File: config.mk
export PLATFORM = sky130hd
export DESIGN_NAME = axi_full_mst_flat
export DESIGN_NICKNAME = d
export VERILOG_FILES = /design/src/rtl/axi_pkg.sv /design/src/rtl/axi_full_mst_if.sv /design/src/rtl/axi_full_mst.sv /design/src/flat_wrapper.sv
export SDC_FILE = /design/constraint.sdc
export NUM_CORES = 1
export LEC_CHECK = 0
export CORE_AREA = 2 2 171 173
export DETAILED_ROUTE_END_ITERATION = 10
export DIE_AREA = 0 0 173 175
export SLEW_MARGIN = 20
export SYNTH_ARGS = -nofsm -noshare
export SYNTH_HDL_FRONTEND = slang
export SYNTH_SLANG_ARGS = --single-unit
File: constraint.sdc
create_clock -name CLK -period 4.4 [get_ports CLK]
set_clock_uncertainty 0.05 [all_clocks]
set_input_delay 0.88 -clock CLK [delete_from_list [all_inputs] [get_ports CLK]]
set_output_delay 0.88 -clock CLK [all_outputs]
set_load 0.01 [all_outputs]
File: src/rtl/axi_pkg.sv
// Shared AXI4 constants, master FSM state type and the 4KB burst-boundary helper.
package axi_pkg;

  typedef enum logic [2:0] {
    ST_IDLE = 3'd0,
    ST_AW   = 3'd1,
    ST_W    = 3'd2,
    ST_B    = 3'd3,
    ST_AR   = 3'd4,
    ST_R    = 3'd5,
    ST_REJ  = 3'd6
  } state_e;

  localparam logic [1:0] BURST_INCR  = 2'b01;
  localparam logic [2:0] SIZE_8B     = 3'b011;
  localparam logic [1:0] RESP_OKAY   = 2'b00;
  localparam logic [1:0] RESP_EXOKAY = 2'b01;
  localparam logic [1:0] RESP_SLVERR = 2'b10;
  localparam logic [1:0] RESP_DECERR = 2'b11;

  localparam int unsigned BOUNDARY_4KB = 4096;
  localparam int unsigned IDW          = 4;

  // True when an 8-byte-beat burst of len+1 beats starting at page offset off runs past the 4KB page.
  function automatic logic crosses_4k(input logic [11:0] off, input logic [7:0] len);
    logic [13:0] end_b;
    end_b = {2'b00, off} + {3'b000, len, 3'b000} + 14'd8;
    return end_b > 14'(BOUNDARY_4KB);
  endfunction

endpackage

File: src/rtl/axi_full_mst_if.sv
// AXI4-full bus between a burst master and a slave (address, data and response channels).
interface axi_full_mst_if #(
  parameter int unsigned AW  = 32,
  parameter int unsigned DW  = 64,
  parameter int unsigned IDW = 4
);
  logic [IDW-1:0]  M_AXI_AWID;
  logic [AW-1:0]   M_AXI_AWADDR;
  logic [7:0]      M_AXI_AWLEN;
  logic [2:0]      M_AXI_AWSIZE;
  logic [1:0]      M_AXI_AWBURST;
  logic            M_AXI_AWVALID;
  logic            M_AXI_AWREADY;

  logic [DW-1:0]   M_AXI_WDATA;
  logic [DW/8-1:0] M_AXI_WSTRB;
  logic            M_AXI_WLAST;
  logic            M_AXI_WVALID;
  logic            M_AXI_WREADY;

  logic [1:0]      M_AXI_BRESP;
  logic            M_AXI_BVALID;
  logic            M_AXI_BREADY;

  logic [IDW-1:0]  M_AXI_ARID;
  logic [AW-1:0]   M_AXI_ARADDR;
  logic [7:0]      M_AXI_ARLEN;
  logic [2:0]      M_AXI_ARSIZE;
  logic [1:0]      M_AXI_ARBURST;
  logic            M_AXI_ARVALID;
  logic            M_AXI_ARREADY;

  logic [DW-1:0]   M_AXI_RDATA;
  logic [1:0]      M_AXI_RRESP;
  logic            M_AXI_RLAST;
  logic            M_AXI_RVALID;
  logic            M_AXI_RREADY;

  modport master (
    output M_AXI_AWID, M_AXI_AWADDR, M_AXI_AWLEN, M_AXI_AWSIZE, M_AXI_AWBURST, M_AXI_AWVALID,
    input  M_AXI_AWREADY,
    output M_AXI_WDATA, M_AXI_WSTRB, M_AXI_WLAST, M_AXI_WVALID,
    input  M_AXI_WREADY,
    input  M_AXI_BRESP, M_AXI_BVALID,
    output M_AXI_BREADY,
    output M_AXI_ARID, M_AXI_ARADDR, M_AXI_ARLEN, M_AXI_ARSIZE, M_AXI_ARBURST, M_AXI_ARVALID,
    input  M_AXI_ARREADY,
    input  M_AXI_RDATA, M_AXI_RRESP, M_AXI_RLAST, M_AXI_RVALID,
    output M_AXI_RREADY
  );

  modport slave (
    input  M_AXI_AWID, M_AXI_AWADDR, M_AXI_AWLEN, M_AXI_AWSIZE, M_AXI_AWBURST, M_AXI_AWVALID,
    output M_AXI_AWREADY,
    input  M_AXI_WDATA, M_AXI_WSTRB, M_AXI_WLAST, M_AXI_WVALID,
    output M_AXI_WREADY,
    output M_AXI_BRESP, M_AXI_BVALID,
    input  M_AXI_BREADY,
    input  M_AXI_ARID, M_AXI_ARADDR, M_AXI_ARLEN, M_AXI_ARSIZE, M_AXI_ARBURST, M_AXI_ARVALID,
    output M_AXI_ARREADY,
    output M_AXI_RDATA, M_AXI_RRESP, M_AXI_RLAST, M_AXI_RVALID,
    input  M_AXI_RREADY
  );
endinterface

File: src/rtl/axi_full_mst.sv
// Single-outstanding AXI4 INCR burst master: turns a request plus beat stream into one
// read or write burst of 64-bit beats and reports completion with a done/err pulse.
module axi_full_mst
  import axi_pkg::*;
#(
  parameter int unsigned AW = 32,
  parameter int unsigned DW = 64,
  parameter int unsigned ID = 0
) (
  input  logic          CLK,
  input  logic          RSTn,
  input  logic          req_valid,
  output logic          req_ready,
  input  logic          req_wen,
  input  logic [AW-1:0] req_addr,
  input  logic [7:0]    req_len,
  input  logic [63:0]   wr_data,
  input  logic [7:0]    wr_strb,
  input  logic          wr_valid,
  output logic          wr_ready,
  output logic [63:0]   rd_data,
  output logic          rd_last,
  output logic          rd_valid,
  input  logic          rd_ready,
  output logic          done,
  output logic          err,
  axi_full_mst_if.master m_axi
);

  state_e        state_q, state_d;
  logic [AW-1:0] addr_q, addr_d;
  logic [7:0]    len_q, len_d;
  logic [7:0]    cnt_q, cnt_d;
  logic          acc_q, acc_d;
  logic          done_q, done_d;
  logic          err_q, err_d;

  logic in_aw, in_w, in_b, in_ar, in_r;
  logic last_beat, w_hs, r_hs;

  assign in_aw     = (state_q == ST_AW);
  assign in_w      = (state_q == ST_W);
  assign in_b      = (state_q == ST_B);
  assign in_ar     = (state_q == ST_AR);
  assign in_r      = (state_q == ST_R);
  assign last_beat = (cnt_q == len_q);
  assign w_hs      = in_w && wr_valid && m_axi.M_AXI_WREADY;
  assign r_hs      = in_r && m_axi.M_AXI_RVALID && rd_ready;

  always_comb begin
    state_d = state_q;
    addr_d  = addr_q;
    len_d   = len_q;
    cnt_d   = cnt_q;
    acc_d   = acc_q;
    done_d  = 1'b0;
    err_d   = 1'b0;
    unique case (state_q)
      ST_IDLE: begin
        if (req_valid) begin
          addr_d = req_addr;
          len_d  = req_len;
          cnt_d  = '0;
          acc_d  = 1'b0;
          if ((req_addr[2:0] != 3'b000) || crosses_4k(req_addr[11:0], req_len))
            state_d = ST_REJ;
          else
            state_d = req_wen ? ST_AW : ST_AR;
        end
      end
      ST_AW: if (m_axi.M_AXI_AWREADY) state_d = ST_W;
      ST_AR: if (m_axi.M_AXI_ARREADY) state_d = ST_R;
      ST_W: begin
        if (w_hs) begin
          cnt_d = cnt_q + 8'd1;
          if (last_beat) state_d = ST_B;
        end
      end
      ST_B: begin
        if (m_axi.M_AXI_BVALID) begin
          done_d  = 1'b1;
          err_d   = m_axi.M_AXI_BRESP[1];
          state_d = ST_IDLE;
        end
      end
      ST_R: begin
        if (r_hs) begin
          // RLAST must coincide exactly with the final counted beat, otherwise flag the burst.
          acc_d = acc_q | m_axi.M_AXI_RRESP[1] | (m_axi.M_AXI_RLAST ^ last_beat);
          cnt_d = cnt_q + 8'd1;
          if (m_axi.M_AXI_RLAST) begin
            done_d  = 1'b1;
            err_d   = acc_d;
            state_d = ST_IDLE;
          end
        end
      end
      ST_REJ: begin
        done_d  = 1'b1;
        err_d   = 1'b1;
        state_d = ST_IDLE;
      end
      default: state_d = ST_IDLE;
    endcase
  end

  always_ff @(posedge CLK or negedge RSTn) begin
    if (!RSTn) begin
      state_q <= ST_IDLE;
      addr_q  <= '0;
      len_q   <= '0;
      cnt_q   <= '0;
      acc_q   <= 1'b0;
      done_q  <= 1'b0;
      err_q   <= 1'b0;
    end else begin
      state_q <= state_d;
      addr_q  <= addr_d;
      len_q   <= len_d;
      cnt_q   <= cnt_d;
      acc_q   <= acc_d;
      done_q  <= done_d;
      err_q   <= err_d;
    end
  end

  // Every output is qualified by state so that reset forces the whole port to zero.
  assign req_ready = RSTn && (state_q == ST_IDLE);
  assign done      = done_q;
  assign err       = err_q;

  assign m_axi.M_AXI_AWID    = in_aw ? IDW'(ID) : '0;
  assign m_axi.M_AXI_AWADDR  = in_aw ? addr_q : '0;
  assign m_axi.M_AXI_AWLEN   = in_aw ? len_q : '0;
  assign m_axi.M_AXI_AWSIZE  = in_aw ? SIZE_8B : '0;
  assign m_axi.M_AXI_AWBURST = in_aw ? BURST_INCR : '0;
  assign m_axi.M_AXI_AWVALID = in_aw;

  assign m_axi.M_AXI_WDATA   = in_w ? wr_data : '0;
  assign m_axi.M_AXI_WSTRB   = in_w ? wr_strb : '0;
  assign m_axi.M_AXI_WLAST   = in_w && last_beat;
  assign m_axi.M_AXI_WVALID  = in_w && wr_valid;
  assign wr_ready            = in_w && m_axi.M_AXI_WREADY;

  assign m_axi.M_AXI_BREADY  = in_b;

  assign m_axi.M_AXI_ARID    = in_ar ? IDW'(ID) : '0;
  assign m_axi.M_AXI_ARADDR  = in_ar ? addr_q : '0;
  assign m_axi.M_AXI_ARLEN   = in_ar ? len_q : '0;
  assign m_axi.M_AXI_ARSIZE  = in_ar ? SIZE_8B : '0;
  assign m_axi.M_AXI_ARBURST = in_ar ? BURST_INCR : '0;
  assign m_axi.M_AXI_ARVALID = in_ar;

  assign m_axi.M_AXI_RREADY  = in_r && rd_ready;
  assign rd_valid            = in_r && m_axi.M_AXI_RVALID;
  assign rd_data             = in_r ? m_axi.M_AXI_RDATA : '0;
  assign rd_last             = in_r && m_axi.M_AXI_RLAST;

  logic unused_resp_lsb;
  assign unused_resp_lsb = ^{m_axi.M_AXI_BRESP[0], m_axi.M_AXI_RRESP[0]};

endmodule

File: src/flat_wrapper.sv
// flat-port wrapper written by rule: the top's interface ports become plain ports
module axi_full_mst_flat import axi_pkg::*;
#(
  parameter int unsigned AW = 32,
  parameter int unsigned DW = 64,
  parameter int unsigned ID = 0
)
  (CLK, RSTn, req_valid, req_ready, req_wen, req_addr, req_len, wr_data, wr_strb, wr_valid, wr_ready, rd_data, rd_last, rd_valid, rd_ready, done, err, m_axi_M_AXI_AWID, m_axi_M_AXI_AWADDR, m_axi_M_AXI_AWLEN, m_axi_M_AXI_AWSIZE, m_axi_M_AXI_AWBURST, m_axi_M_AXI_AWVALID, m_axi_M_AXI_AWREADY, m_axi_M_AXI_WDATA, m_axi_M_AXI_WSTRB, m_axi_M_AXI_WLAST, m_axi_M_AXI_WVALID, m_axi_M_AXI_WREADY, m_axi_M_AXI_BRESP, m_axi_M_AXI_BVALID, m_axi_M_AXI_BREADY, m_axi_M_AXI_ARID, m_axi_M_AXI_ARADDR, m_axi_M_AXI_ARLEN, m_axi_M_AXI_ARSIZE, m_axi_M_AXI_ARBURST, m_axi_M_AXI_ARVALID, m_axi_M_AXI_ARREADY, m_axi_M_AXI_RDATA, m_axi_M_AXI_RRESP, m_axi_M_AXI_RLAST, m_axi_M_AXI_RVALID, m_axi_M_AXI_RREADY);
  axi_full_mst_if #(.AW(AW), .DW(DW), .IDW(IDW)) m_axi_i ();
  input  logic CLK;
  input  logic RSTn;
  input  logic req_valid;
  output logic req_ready;
  input  logic req_wen;
  input  logic [AW-1:0] req_addr;
  input  logic [7:0] req_len;
  input  logic [63:0] wr_data;
  input  logic [7:0] wr_strb;
  input  logic wr_valid;
  output logic wr_ready;
  output logic [63:0] rd_data;
  output logic rd_last;
  output logic rd_valid;
  input  logic rd_ready;
  output logic done;
  output logic err;
  output wire logic [$bits(m_axi_i.M_AXI_AWID)-1:0] m_axi_M_AXI_AWID;
  output wire logic [$bits(m_axi_i.M_AXI_AWADDR)-1:0] m_axi_M_AXI_AWADDR;
  output wire logic [$bits(m_axi_i.M_AXI_AWLEN)-1:0] m_axi_M_AXI_AWLEN;
  output wire logic [$bits(m_axi_i.M_AXI_AWSIZE)-1:0] m_axi_M_AXI_AWSIZE;
  output wire logic [$bits(m_axi_i.M_AXI_AWBURST)-1:0] m_axi_M_AXI_AWBURST;
  output wire logic [$bits(m_axi_i.M_AXI_AWVALID)-1:0] m_axi_M_AXI_AWVALID;
  input wire logic [$bits(m_axi_i.M_AXI_AWREADY)-1:0] m_axi_M_AXI_AWREADY;
  output wire logic [$bits(m_axi_i.M_AXI_WDATA)-1:0] m_axi_M_AXI_WDATA;
  output wire logic [$bits(m_axi_i.M_AXI_WSTRB)-1:0] m_axi_M_AXI_WSTRB;
  output wire logic [$bits(m_axi_i.M_AXI_WLAST)-1:0] m_axi_M_AXI_WLAST;
  output wire logic [$bits(m_axi_i.M_AXI_WVALID)-1:0] m_axi_M_AXI_WVALID;
  input wire logic [$bits(m_axi_i.M_AXI_WREADY)-1:0] m_axi_M_AXI_WREADY;
  input wire logic [$bits(m_axi_i.M_AXI_BRESP)-1:0] m_axi_M_AXI_BRESP;
  input wire logic [$bits(m_axi_i.M_AXI_BVALID)-1:0] m_axi_M_AXI_BVALID;
  output wire logic [$bits(m_axi_i.M_AXI_BREADY)-1:0] m_axi_M_AXI_BREADY;
  output wire logic [$bits(m_axi_i.M_AXI_ARID)-1:0] m_axi_M_AXI_ARID;
  output wire logic [$bits(m_axi_i.M_AXI_ARADDR)-1:0] m_axi_M_AXI_ARADDR;
  output wire logic [$bits(m_axi_i.M_AXI_ARLEN)-1:0] m_axi_M_AXI_ARLEN;
  output wire logic [$bits(m_axi_i.M_AXI_ARSIZE)-1:0] m_axi_M_AXI_ARSIZE;
  output wire logic [$bits(m_axi_i.M_AXI_ARBURST)-1:0] m_axi_M_AXI_ARBURST;
  output wire logic [$bits(m_axi_i.M_AXI_ARVALID)-1:0] m_axi_M_AXI_ARVALID;
  input wire logic [$bits(m_axi_i.M_AXI_ARREADY)-1:0] m_axi_M_AXI_ARREADY;
  input wire logic [$bits(m_axi_i.M_AXI_RDATA)-1:0] m_axi_M_AXI_RDATA;
  input wire logic [$bits(m_axi_i.M_AXI_RRESP)-1:0] m_axi_M_AXI_RRESP;
  input wire logic [$bits(m_axi_i.M_AXI_RLAST)-1:0] m_axi_M_AXI_RLAST;
  input wire logic [$bits(m_axi_i.M_AXI_RVALID)-1:0] m_axi_M_AXI_RVALID;
  output wire logic [$bits(m_axi_i.M_AXI_RREADY)-1:0] m_axi_M_AXI_RREADY;
  assign m_axi_M_AXI_AWID = m_axi_i.M_AXI_AWID;
  assign m_axi_M_AXI_AWADDR = m_axi_i.M_AXI_AWADDR;
  assign m_axi_M_AXI_AWLEN = m_axi_i.M_AXI_AWLEN;
  assign m_axi_M_AXI_AWSIZE = m_axi_i.M_AXI_AWSIZE;
  assign m_axi_M_AXI_AWBURST = m_axi_i.M_AXI_AWBURST;
  assign m_axi_M_AXI_AWVALID = m_axi_i.M_AXI_AWVALID;
  assign m_axi_i.M_AXI_AWREADY = m_axi_M_AXI_AWREADY;
  assign m_axi_M_AXI_WDATA = m_axi_i.M_AXI_WDATA;
  assign m_axi_M_AXI_WSTRB = m_axi_i.M_AXI_WSTRB;
  assign m_axi_M_AXI_WLAST = m_axi_i.M_AXI_WLAST;
  assign m_axi_M_AXI_WVALID = m_axi_i.M_AXI_WVALID;
  assign m_axi_i.M_AXI_WREADY = m_axi_M_AXI_WREADY;
  assign m_axi_i.M_AXI_BRESP = m_axi_M_AXI_BRESP;
  assign m_axi_i.M_AXI_BVALID = m_axi_M_AXI_BVALID;
  assign m_axi_M_AXI_BREADY = m_axi_i.M_AXI_BREADY;
  assign m_axi_M_AXI_ARID = m_axi_i.M_AXI_ARID;
  assign m_axi_M_AXI_ARADDR = m_axi_i.M_AXI_ARADDR;
  assign m_axi_M_AXI_ARLEN = m_axi_i.M_AXI_ARLEN;
  assign m_axi_M_AXI_ARSIZE = m_axi_i.M_AXI_ARSIZE;
  assign m_axi_M_AXI_ARBURST = m_axi_i.M_AXI_ARBURST;
  assign m_axi_M_AXI_ARVALID = m_axi_i.M_AXI_ARVALID;
  assign m_axi_i.M_AXI_ARREADY = m_axi_M_AXI_ARREADY;
  assign m_axi_i.M_AXI_RDATA = m_axi_M_AXI_RDATA;
  assign m_axi_i.M_AXI_RRESP = m_axi_M_AXI_RRESP;
  assign m_axi_i.M_AXI_RLAST = m_axi_M_AXI_RLAST;
  assign m_axi_i.M_AXI_RVALID = m_axi_M_AXI_RVALID;
  assign m_axi_M_AXI_RREADY = m_axi_i.M_AXI_RREADY;
  axi_full_mst #(.AW(AW), .DW(DW), .ID(ID)) u_core (.CLK(CLK), .RSTn(RSTn), .req_valid(req_valid), .req_ready(req_ready), .req_wen(req_wen), .req_addr(req_addr), .req_len(req_len), .wr_data(wr_data), .wr_strb(wr_strb), .wr_valid(wr_valid), .wr_ready(wr_ready), .rd_data(rd_data), .rd_last(rd_last), .rd_valid(rd_valid), .rd_ready(rd_ready), .done(done), .err(err), .m_axi(m_axi_i));
endmodule
; ---- Yosys cells after proc, flatten, opt, wreduce, memory -nomap -nowiden
; Cells that the tools add are included.
[word_totals]
ff_bits = 54
latchBits = 0
mem_bits_rw = 0
rom_bits = 0
in_bits = 192
out_inout_bits = 246
elab_cells = 84
memories = 0
[classes]
addsub = 3
mul = 0
n_div = 0
order_cmp = 1
n_eq_ne = 15
shift = 0
mux = 37
bitwise_logic = 3
n_reduce_logical = 18
[ops]
columns = cell, n
row1 = $mux 64, 2
row2 = $mux 32, 2
row3 = $mux 8, 6
row4 = $mux 3, 10
row5 = $pmux 8 s3, 1
row6 = $pmux 3 s6, 1
row7 = $ne 2x2->1 const B, 8
row8 = $add 14x4->14 const B, 1
row9 = $gt 14x13->1 const B, 1
row10 = $add 12x11->13, 1
row11 = $mux 1, 10
row12 = $eq 3x3->1 const B, 3
row13 = $logic_and 1x1->1, 9
row14 = $add 8x1->8 const B, 1
row15 = $eq 8x8->1, 1
row16 = $reduce_and 8->1, 1
row17 = $eq 3x2->1 const B, 2
row18 = $pmux 1 s3, 2
row19 = $reduce_bool 3->1, 2
row20 = $mux 2, 2
row21 = $reduce_and 4->1, 1
row22 = $eq 3x1->1 const B, 1
row23 = $logic_not 3->1, 1
row24 = $reduce_and 3->1, 1
row25 = 6 further kinds, 7

; ---- Longest topological paths before layout
[logic_depth]
ltp_word = 7
mapped_depth = 11
ltp_nobuf = 11

; ---- Worst setup path before layout
; Ideal clock, no wire load.
[synth_timing]
kind = input to register
startpoint = input port req_addr[3]
endpoint = register u_core.state_q[2]
setup_time_ns = 0.122
arrival_ns = 3.212
t_required_ns = 4.228
setup_slack_ns = 1.015
path_stages = 11
path_buffers = 0
cell_sequence = ha_1 -> inv_1 -> fa_1 -> and2b_4 -> o21a_1 -> o311ai_2 -> or3_1 -> mux2_2 -> or4_4 -> a21oi_1 -> nor3_1
[synth_via]
elab_chain_cells = 7
[synth_lines]
columns = item, line_no
row1 = start: declaration, flat_wrapper.sv:15  ; input logic [AW-1:0] req_addr;
row2 = $add 12x11->13, axi_pkg.sv:27  ; end_b = {2'b00, off} + {3'b000, len, 3'b000} + 14'd8;
row3 = $add 14x4->14, axi_pkg.sv:27
row4 = $gt 14x13->1, axi_pkg.sv:28  ; return end_b > 14'(BOUNDARY_4KB);
row5 = $logic_or 1x1->1, axi_full_mst.sv:65  ; if ((req_addr[2:0] != 3'b000) || crosses_4k(req_addr[11:0], req_len))
row6 = $mux 3, axi_full_mst.sv:65
row7 = $mux 3, axi_full_mst.sv:60  ; if (req_valid) begin
row8 = $pmux 3 s6, axi_full_mst.sv:58  ; unique case (state_q)
row9 = end signal: assignment, axi_full_mst.sv:117  ; state_q <= state_d;
row10 = end: declaration, axi_full_mst.sv:30  ; state_e state_q, state_d;
; Every way passes these cells. The select of a mux whose other input is x is not followed.
; A chain may end at the register's enable or synchronous reset.

; ---- Final worst setup path
; Same ends and word-level chain as after synthesis.

==> metrics.csv <==
stage;metric;value;unit
clock_tree;post_cts resized;0;
clock_tree;root buf cell;clkbuf_16;
finish;fin area;9400;um2
setup_path;Top delay family on crit path;simple AND/OR/NAND/NOR gates;
logic_synthesis;distinct cell type count after synthesis;53;
setup_path;Crit path largest cell delay;0.50;ns
logic_synthesis;post-synthesis sequential area ratio;0.288;
detailed_routing;Routed WL per cell;17.1;um
global_routing;largest net degree at the start of global routing;79;
clock_tree;Setup Buffers After CTS;0;
finish;fillcell total;2986;
global_routing;first-pass GRT wire length;33500;um
floorplan;core area;28400;um2
logic_synthesis;FFs w/ async S/R, synth;1.00;
logic_synthesis;synthesized instance count;553;
clock_tree;CTS sink cnt;54;
detailed_routing;Via density;4.07;
clock_tree;total CTS buffers;5;
timing;setup TNS;0;ns
logic_synthesis;YS warnings;0;
setup_path;crit-path cells;clkdlybuf4s50_1 -> ha_1 -> inv_1 -> fa_1 -> and2b_4 -> o2111ai_1 -> and3_1 -> a311oi_1 -> nand2_1 -> or4_4 -> a21oi_1 -> nor3_1;
clock_tree;Max clock buf depth;2;
logic_synthesis;Post-Syn Area;4690;um2
floorplan;die area;30300;um2
finish;share of layout cells above drive strength 1;0.0793;
floorplan;row count;62;
timing;RSZ-0062 raised after global routing;no;
detailed_routing;WL final;22800;um
detailed_routing;iteration-0 DRC count of the detailed router;236;
setup_path;R2R depth;8;
timing;final setup violation count;0;
worst_hold_path;Worst Hold Depth;1;
timing;Fmax;0.265;GHz
global_routing;vias in the first global route;5460;
detailed_routing;drt first pass iters;4;
timing;Final Cycle Share;0.857;
placement;Post-DP Area;9240;um2
logic_synthesis;Main synth FF type;dfrtp_1;
detailed_routing;via count;5413;
setup_path;stages on the worst setup path;12;
clock_tree;clk slew on worst S/H paths;0.07;ns
placement;Detail Placement HPWL;18600;um
finish;final cell count without fillers;1331;
setup_path;Worst setup EP type;flop;
power_and_ir_drop;Worst VDD drop;0.000162;V
run_status;status;completed;
clock_tree;clock latency on the worst-skew pair;0.30;ns
clock_tree;CTS Hold Bufs;0;
timing;Slew headroom;0.512;
setup_path;Startpoint Class;primary input;
timing;fin. max-slew vios;0;
placement;# port buffers;423;
clock_tree;H-tree depth;2;
setup_path;Worst EP required;4.54;ns
logic_synthesis;Post-synth EDFFs;0;
placement;routability cong.;0.778;
placement;Setup WS pre-CTS;0.317;ns
detailed_routing;post-route DRC violation count;0;
floorplan;Die Span Y;175;um
placement;dpl cells;1322;
setup_path;worst-path fanout max;4;
timing;Period minus WS final;3.77;ns
detailed_routing;Antenna Nets Post-Route;0;
power_and_ir_drop;P per Cell Area;440;nW/um2
worst_hold_path;HP Class;reg -> reg;
floorplan;chip width;173;um
global_routing;Global Route Usage Sum;0.144;
setup_path;WP data arrival;3.91;ns
logic_synthesis;Synth Register Bits;54;
setup_path;Worst Path Buf+Inv;2;
logic_synthesis;Syn Area/Cell;8.48;um2
clock_tree;CTS tree;yes;
global_routing;initial antenna violation count;3;
finish;Finished Core Util;0.331;
floorplan;IO Count;438;
timing;Hold Violations, Final;0;
finish;Net count, final;1148;
finish;synth-to-layout area growth;100;%
timing;Worst Max-Slew Pin Slew;0.724;ns
power_and_ir_drop;leakage power;3.92;nW
setup_path;Crit Path Category;in -> reg;
job;max-cap viol count;0;
floorplan;starting density of the core;0.165;
global_routing;gr ovfl total;0;
setup_path;slowest stage cell, crit path;clkdlybuf4s50_1;
timing;final worst setup slack;0.629;ns
final timing paths:
check	slack, ns	startpoint	end
max	0.63	req_addr[3]	u_core.state_q[2]
min	0.47	u_core.addr_q[24]	u_core.addr_q[24]
max reg2reg	1.47	u_core.state_q[1]	u_core.state_q[0]
min reg2reg	0.47	u_core.addr_q[24]	u_core.addr_q[24]
max in group asynchronous	3.15	RSTn	u_core.addr_q[28]
min in group asynchronous	0.69	RSTn	u_core.state_q[0]
metal layers:
| metal | up-vias | GRT usage | wire length, um |
|---|---|---|---|
| met5 | - | 0 | 0 |
| met2 | 248 | 0.263 | 11600 |
| met1 | 2508 | 0.170 | 9210 |
| met4 | 0 | 0.0226 | 282 |
| li1 | 2638 | - | - |
| met3 | 19 | 0.0396 | 1710 |
through the flow:
stage	hold WS [ns]	total power, W
after floorplan	0.428	0.00225
after global placement	0.444	0.00373
after detailed placement	0.458	0.00375
after CTS	0.474	0.00422
after global routing	0.500	0.00445
final	0.473	0.00414
flip-flops by register name, summed over array words and instances (netlist names):
name	flops
u_core.addr_q	32
u_core.cnt_q	8
u_core.len_q	8
u_core.state_q	3
u_core.acc_q	1
u_core.done	1
u_core.err	1
cell usage in the layout, fill, tap and decap left out, types with 3 or more instances in the layout:
cell type        count
a211o_1              3
a21oi_1              6
a31oi_1              4
and2_1             143
and3_1              85
buf_4               12
clkbuf_16            5
clkdlybuf4s50_1    422
conb_1              12
dfrtp_1             54
ha_1                10
inv_1               12
mux2_2              41
nand2_1             18
nand3_1              4
nand3b_1             4
nor2_1              11
nor3_1               8
nor4_1               5
o21ai_0             14
o22ai_1              4
xnor2_1              6
xor2_1              13
synth_stat cells, types with 3 or more instances:
cell type	instances	area share
nor2_1	13	0.010
dfrtp_1	54	0.29
o22ai_1	4	0.0053
xor2_1	13	0.024
xnor2_1	6	0.011
nand2_1	18	0.014
nand3b_1	4	0.0064
a31oi_1	4	0.0053
buf_4	19	0.030
nor4_1	5	0.0067
nand3_1	4	0.0043
nor4b_1	3	0.0056
a211o_1	3	0.0056
mux2_2	41	0.098
o21ai_0	14	0.015
and3_1	85	0.11
nor2b_1	3	0.0040
ha_1	10	0.027
inv_1	12	0.0096
and2_1	143	0.19
clkbuf_1	39	0.031
a21oi_1	6	0.0064
nor3_1	9	0.0096
final cells by class:
class,instances,area (um2),share of cell area
diodes,1,2.50,0.000266
clock buffers,7,153,0.0162
clock inverters,1,8.76,0.000932
inverters,12,45.0,0.00479
multi-input cells,437,3040,0.324
flip-flops and latches,54,1350,0.144
well taps,384,480,0.0511
repair buffers,435,4320,0.459
power by group:
group | switching (W) | internal (W)
clock | 0.000188 | 0.000244
sequential | 0.000222 | 0.000720
combinational | 0.00123 | 0.00153
worst register-to-register path: cells and delay by family (launching register included):
| family | cells | cell delay (ns) |
|---|---|---|
| buffers and inverters | 2 | 0.43 |
| and+or+nand+nor | 3 | 0.80 |
| DFF | 1 | 0.67 |
| AOI/OAI and AO/OA | 3 | 0.92 |
logic make-up (layout without fill, tap and decap cells):
family          count (synthesis)  after routing  share of synthesized area
compound gates                 50             50                     0.0736
xor+xnor                       20             20                     0.0389
fa+ha+maj                      11             11                     0.0309
buf+inv                        73            455                     0.0776
flops                          54             54                      0.288
mux                            43             43                      0.103
other cells                     1             13                   0.000799
simple gates                  301            301                      0.387
Note: power is estimated with default switching activity, not from simulation.
